### config.mk
export PLATFORM = sky130hd
export DESIGN_NAME = mem_wb_pipe
export DESIGN_NICKNAME = d
export VERILOG_FILES = /design/src/rtl/mem_wb_pipe.sv
export SDC_FILE = /design/constraint.sdc
export NUM_CORES = 1
export LEC_CHECK = 0
export BUFFER_PORTS_ARGS = -buffer_cell sky130_fd_sc_hd__buf_2
export CAP_MARGIN = 40
export CELL_PAD_IN_SITES_DETAIL_PLACEMENT = 0
export CELL_PAD_IN_SITES_GLOBAL_PLACEMENT = 1
export CORE_MARGIN = 10
export CORE_UTILIZATION = 36
export CTS_BUF_LIST = sky130_fd_sc_hd__clkbuf_2 sky130_fd_sc_hd__clkbuf_4 sky130_fd_sc_hd__clkbuf_8
export CTS_CLUSTER_SIZE = 8
export DETAILED_ROUTE_END_ITERATION = 8
export GPL_ROUTABILITY_DRIVEN = 0
export GPL_TIMING_DRIVEN = 0
export PLACE_DENSITY = 0.92
export REMOVE_ABC_BUFFERS = 1
export SYNTH_ARGS = -nofsm -noshare
export SYNTH_HDL_FRONTEND = slang
export SYNTH_SLANG_ARGS = --single-unit
### constraint.sdc
create_clock -name clk -period 3.6 [get_ports clk]
set_input_delay 0.18 -clock clk [delete_from_list [all_inputs] [get_ports clk]]
set_output_delay 0.18 -clock clk [all_outputs]
set_load 0.05 [all_outputs]
### src/rtl/mem_wb_pipe.sv
// EX/MEM and MEM/WB pipeline registers, data-memory port and
// producer side of operand forwarding with load-use / memory-wait stalls.
module mem_wb_pipe #(
  parameter int XLEN  = 32,
  parameter int CNT_W = 32
) (
  input  logic             clk,
  input  logic             rst,
  input  logic             ex_valid,
  input  logic [4:0]       ex_rd,
  input  logic             ex_reg_write,
  input  logic             ex_mem_read,
  input  logic             ex_mem_write,
  input  logic [1:0]       ex_wd_sel,
  input  logic [XLEN-1:0]  ex_alu_result,
  input  logic [XLEN-1:0]  ex_store_data,
  input  logic [XLEN-1:0]  ex_pc_plus4,
  input  logic [4:0]       id_rs1,
  input  logic [4:0]       id_rs2,
  input  logic             id_use_rs1,
  input  logic             id_use_rs2,
  input  logic [XLEN-1:0]  dmem_rdata,
  input  logic             dmem_ready,
  output logic [XLEN-1:0]  dmem_addr,
  output logic [XLEN-1:0]  dmem_wdata,
  output logic             dmem_we,
  output logic             dmem_re,
  output logic [4:0]       ex_mem_rd,
  output logic             ex_mem_wb,
  output logic [XLEN-1:0]  ex_mem_fwd_data,
  output logic [4:0]       mem_wb_rd,
  output logic             mem_wb_wb,
  output logic [XLEN-1:0]  mem_wb_wdata,
  output logic             rf_we,
  output logic [4:0]       rf_waddr,
  output logic [XLEN-1:0]  rf_wdata,
  output logic             load_use_stall,
  output logic             mem_stall,
  output logic             front_hold,
  output logic             id_ex_bubble,
  output logic [CNT_W-1:0] stall_cycles,
  output logic [CNT_W-1:0] retired
);

  typedef struct packed {
    logic            valid;
    logic [4:0]      rd;
    logic            reg_write;
    logic            mem_read;
    logic            mem_write;
    logic [1:0]      wd_sel;
    logic [XLEN-1:0] alu;
    logic [XLEN-1:0] store;
    logic [XLEN-1:0] pc4;
  } em_t;

  typedef struct packed {
    logic            valid;
    logic [4:0]      rd;
    logic            reg_write;
    logic [XLEN-1:0] wdata;
  } mw_t;

  em_t             em_q, em_d;
  mw_t             mw_q, mw_d;
  logic [CNT_W-1:0] stall_q, stall_d;
  logic [CNT_W-1:0] ret_q, ret_d;
  logic [XLEN-1:0]  wb_sel;
  logic             rs1_hit, rs2_hit;

  assign mem_stall = em_q.valid
                   & (em_q.mem_read | em_q.mem_write)
                   & ~dmem_ready;

  assign rs1_hit = id_use_rs1 & (ex_rd == id_rs1);
  assign rs2_hit = id_use_rs2 & (ex_rd == id_rs2);

  assign load_use_stall = ex_valid & ex_mem_read
                        & (ex_rd != 5'd0)
                        & (rs1_hit | rs2_hit);

  // During a memory wait ID/EX must hold, so the bubble is deferred.
  assign front_hold   = load_use_stall | mem_stall;
  assign id_ex_bubble = load_use_stall & ~mem_stall;

  always_comb begin
    unique case (em_q.wd_sel)
      2'b01:   wb_sel = dmem_rdata;
      2'b10:   wb_sel = em_q.pc4;
      default: wb_sel = em_q.alu;
    endcase
  end

  always_comb begin
    em_d = em_q;
    mw_d = mw_q;
    if (mem_stall) begin
      mw_d.valid = 1'b0;
    end else begin
      em_d.valid     = ex_valid;
      em_d.rd        = ex_rd;
      em_d.reg_write = ex_reg_write;
      em_d.mem_read  = ex_mem_read;
      em_d.mem_write = ex_mem_write;
      em_d.wd_sel    = ex_wd_sel;
      em_d.alu       = ex_alu_result;
      em_d.store     = ex_store_data;
      em_d.pc4       = ex_pc_plus4;
      mw_d.valid     = em_q.valid;
      mw_d.rd        = em_q.rd;
      mw_d.reg_write = em_q.reg_write;
      mw_d.wdata     = wb_sel;
    end
  end

  always_comb begin
    stall_d = stall_q + CNT_W'(front_hold);
    ret_d   = ret_q + CNT_W'(mw_q.valid);
  end

  always_ff @(posedge clk) begin
    if (rst) begin
      em_q    <= '0;
      mw_q    <= '0;
      stall_q <= '0;
      ret_q   <= '0;
    end else begin
      em_q    <= em_d;
      mw_q    <= mw_d;
      stall_q <= stall_d;
      ret_q   <= ret_d;
    end
  end

  assign dmem_addr  = em_q.alu;
  assign dmem_wdata = em_q.store;
  assign dmem_we    = em_q.valid & em_q.mem_write;
  assign dmem_re    = em_q.valid & em_q.mem_read;

  assign ex_mem_rd       = em_q.rd;
  assign ex_mem_wb       = em_q.valid & em_q.reg_write;
  assign ex_mem_fwd_data = (em_q.wd_sel == 2'b10) ? em_q.pc4
                                                  : em_q.alu;

  assign mem_wb_rd    = mw_q.rd;
  assign mem_wb_wb    = mw_q.valid & mw_q.reg_write;
  assign mem_wb_wdata = mw_q.wdata;

  assign rf_we    = mem_wb_wb & (mw_q.rd != 5'd0);
  assign rf_waddr = mw_q.rd;
  assign rf_wdata = mw_q.wdata;

  assign stall_cycles = stall_q;
  assign retired      = ret_q;

endmodule

==> qor_table.md <==
| Quantity | Value |
|---|---|
| Remaining Overflow, GRT | 0 |
| Worst setup endpoint | stall_cycles[16]$_SDFF_PP0_ |
| DIE HEIGHT | 189 um |
| Clock transition time at the flip-flop clock pins of the worst setup and hold paths | 0.07 ns |
| All-Layer GR Usage | 18.0% |
| Fin. max-slew vios | 0 |
| Avg Inst Size Synth | 8.14 um^2 |
| Detailed Routing Iterations Pass 1 | 5 |
| Max-cap viol count | 0 |
| Residual antenna-violating net count after detailed routing | 0 |
| Post-layout min period | 3.33 ns |
| Total power after layout | 6.01 mW |
| Max Freq | 301 MHz |
| Count of placed standard cells including taps | 1821 |
| Min-Delay Startpoint | dmem_rdata[31] |
| Yosys cell types | 49 |
| Starting density of the core | 36.7% |
| Per-cell routed wire length | 17.2 um |
| Total number of yosys warnings | 0 |
| Area share of the largest cell type after synthesis | 41.0% |
| R2r endpoint | stall_cycles[16]$_SDFF_PP0_ |
| TritonCTS clock tree | built |
| Post-Place Worst Slack | 0.297 ns |
| Vias per cell | 4.97 |
| Clock tree buffer depth | 3 |
| Critical path capture point type | flop |
| Number of buffers added for setup after CTS | 0 |
| Num Clock Sinks | 210 |
| Post-synthesis to final-layout area growth | 30.7% |
| Largest clock skew in the final design | 0.0144 ns |
| Worst hold path stage count | 5 |
| Max stage delay cell, worst path | sky130_fd_sc_hd__or4_2 |
| Sequential area share after synthesis | 41.0% |
| Category of the worst setup path launch point | primary input |
| Seq cells post-synth | 210 |
| Flop-to-flop setup slack | 0.54 ns |
| Standard cell core area | 27900 um^2 |
| Root buffer selected by CTS | sky130_fd_sc_hd__clkbuf_8 |
| Most used standard cell by instance count after synthesis | sky130_fd_sc_hd__nand2_1 |
| Part of the cycle the worst path needs | 92.4% |
| Launching element of the worst setup path | ex_rd[0] |
| Number of buffers added by the clock tree synthesis step | 38 |
| Synthesized area | 10200 um^2 |
| Die boundary width | 189 um |
| # rows | 61 |
| Ranking of synthesized cells by area | sky130_fd_sc_hd__dfxtp_1 (41%), sky130_fd_sc_hd__buf_4 (10%), sky130_fd_sc_hd__nand2_1 (10%) |
| Post-cts repair resize count | 0 |
| Worst slew slack as a fraction of its limit | 50.3% |
| Vias in the first global route | 9885 |
| Largest area contributor in the synthesized netlist | sky130_fd_sc_hd__dfxtp_1 |
| Pin count of the biggest net entering global routing | 116 |
| Io pins | 402 |
| Final worst-path setup slack | 0.274 ns |
| Initial DRC Count | 516 |
| Nets@finish | 1752 |
| Arrival time at the worst endpoint | 3.77 ns |
| Fraction of registers with async set or reset after synthesis | 0% |
| Post-route non-filler standard cell count | 1996 |
| Cell repeated most along the worst path | sky130_fd_sc_hd__ha_1 |
| Final count of hold timing violations | 0 |
| Number of buffers inserted for hold repair after clock tree synthesis | 109 |
| DRC violation count after routing | 0 |
| Reg2reg path depth | 8 |
| Die Footprint | 35600 um^2 |
| Fill cells | 2656 |
| RSZ-0062 raised after global routing | no |
| Stage delay of the slowest cell on the critical path | 0.73 ns |
| Peak VDD IR | 0.336 mV |
| Most instantiated flip-flop cell in the synthesis netlist | sky130_fd_sc_hd__dfxtp_1 |
| Clock latency on the worst-skew pair | 0.52 ns |
| Final setup violating endpoints | 0 |
| DP Wirelength | 23300 um |
| Max FO, Critical Path | 15 |
| Leakage power summed over all cells | 6.34 nW |
| Cell Pwr Density | 449 nW/um^2 |
| Number of antenna violations at the first check in global routing | 4 |
| Number of enable-type register cells in the synthesized netlist | 0 |
| Critical R2R Launch | em_q[106]$_SDFFE_PP0N_ |
| DRT Wirelength | 34300 um |
| Required time reported for the critical path endpoint | 4.04 ns |
| Slew @ Worst Pin | 0.743 ns |
| Share of layout cells above drive strength 1 | 32.4% |
| CTS HTree Levels | 2 |
| Setup TNS | 0 ns |
| Count of buffers from port buffering | 401 |
| Worst hold path class | in2reg |
| Crit Path Category | in2reg |
| Number of instances in the synthesized netlist | 1259 |
| Via count | 9924 |
| Run status | complete, no violations |
| Cell-by-cell trace of the critical path | dlygate4sd3_1, buf_2, xor2_1, nor4_1, a32oi_1, o21ai_0, ha_1, ha_1, nand4_1, or4_2, a21oi_1 |
| Wire length of the first global-routing pass | 53700 um |
| Synth top cells by count | sky130_fd_sc_hd__nand2_1 (273), sky130_fd_sc_hd__dfxtp_1 (210), sky130_fd_sc_hd__a21oi_1 (146), sky130_fd_sc_hd__buf_4 (143), sky130_fd_sc_hd__clkbuf_1 (63) |
[sequential cells by signal, indices dropped and copies added, names as in the netlist, 5 cells and up]
signal	cells
em_q	38
dmem_addr	32
dmem_wdata	32
mem_wb_wdata	32
retired	32
stall_cycles	32
ex_mem_rd	5
mem_wb_rd	5
[cells by family after synthesis]
| logic type | count (synthesis) | synth area share [%] |
|---|---|---|
| AND/OR/NAND/NOR | 458 | 20.5 |
| buffers and inverters | 236 | 14.3 |
| adder cells (fa/ha/maj) | 6 | 0.733 |
| flip-flops | 210 | 41.0 |
| AO/OA/AOI/OAI | 249 | 13.7 |
| XOR/XNOR | 34 | 2.91 |
| multiplexers | 66 | 6.86 |
[layout make-up]
class                           instances  area [um^2]  share of cell area (%)
Clock inverter                          3         17.5                   0.131
Sequential cell                       210         4200                    31.4
Inverter                               12         50.0                   0.374
Multi-Input combinational cell        813         4600                    34.4
Tap cell                              378          473                    3.53
Clock buffer                           61          758                    5.66
Timing Repair Buffer                  517         3280                    24.5
Antenna cell                            2         5.00                  0.0374
[power by group]
| group | leakage (nW) | switching [mW] | internal, mW |
|---|---|---|---|
| Combinational | 4.20 | 0.818 | 0.374 |
| Clock | 0.413 | 0.985 | 1.32 |
| Sequential | 1.73 | 0.0825 | 2.43 |
[critical path, delay by kind of cell]
kind                       cells  cell delay (ns)
xor gates and xnor gates       1             0.16
AOI/OAI and AO/OA              3             0.58
adders and majority gates      2             0.59
and+or+nand+nor                3             1.55
buffers and inverters          2             0.70
[routing by layer]
layer | part of all wire, % | track usage, %
met1 | 39 | 20.3
met2 | 48 | 30.5
met3 | 9.4 | 7.02
met4 | 3.1 | 6.35
met5 | 0.093 | 0
[per-stage QoR]
step	utilization (%)	hold slack, ns	cell area (um^2)
after floorplan	-	0.249	8830
after global placement	40.5	0.416	11300
after detailed placement	41.2	0.428	11500
after CTS	47.9	0.0528	13400
after global routing	47.9	0.0863	13400
final	47.9	0.0964	13400
[placed cells by master, fill, tap and decap left out, types with 24 or more instances in the layout]
cell                            count
sky130_fd_sc_hd__buf_2            400
sky130_fd_sc_hd__nand2_1          273
sky130_fd_sc_hd__dfxtp_1          210
sky130_fd_sc_hd__a21oi_1          146
sky130_fd_sc_hd__dlygate4sd3_1    109
sky130_fd_sc_hd__nor2_1            62
sky130_fd_sc_hd__clkbuf_8          48
sky130_fd_sc_hd__o21ai_0           42
sky130_fd_sc_hd__mux2_2            34
sky130_fd_sc_hd__a22oi_1           32
sky130_fd_sc_hd__mux2i_1           32
sky130_fd_sc_hd__or4_1             24
sky130_fd_sc_hd__xor2_1            24
[how the worst min path moves through the flow]
stage,to
after floorplan,dmem_addr[0]$_SDFFE_PP0N_
after global placement,em_q[106]$_SDFFE_PP0N_
after detailed placement,dmem_addr[9]$_SDFFE_PP0N_
after CTS,mem_wb_wdata[27]$_SDFFE_PP0N_
after global routing,mem_wb_wdata[8]$_SDFFE_PP0N_
final,mem_wb_wdata[31]$_SDFFE_PP0N_
No activity file was read; power rests on OpenSTA's default activity.
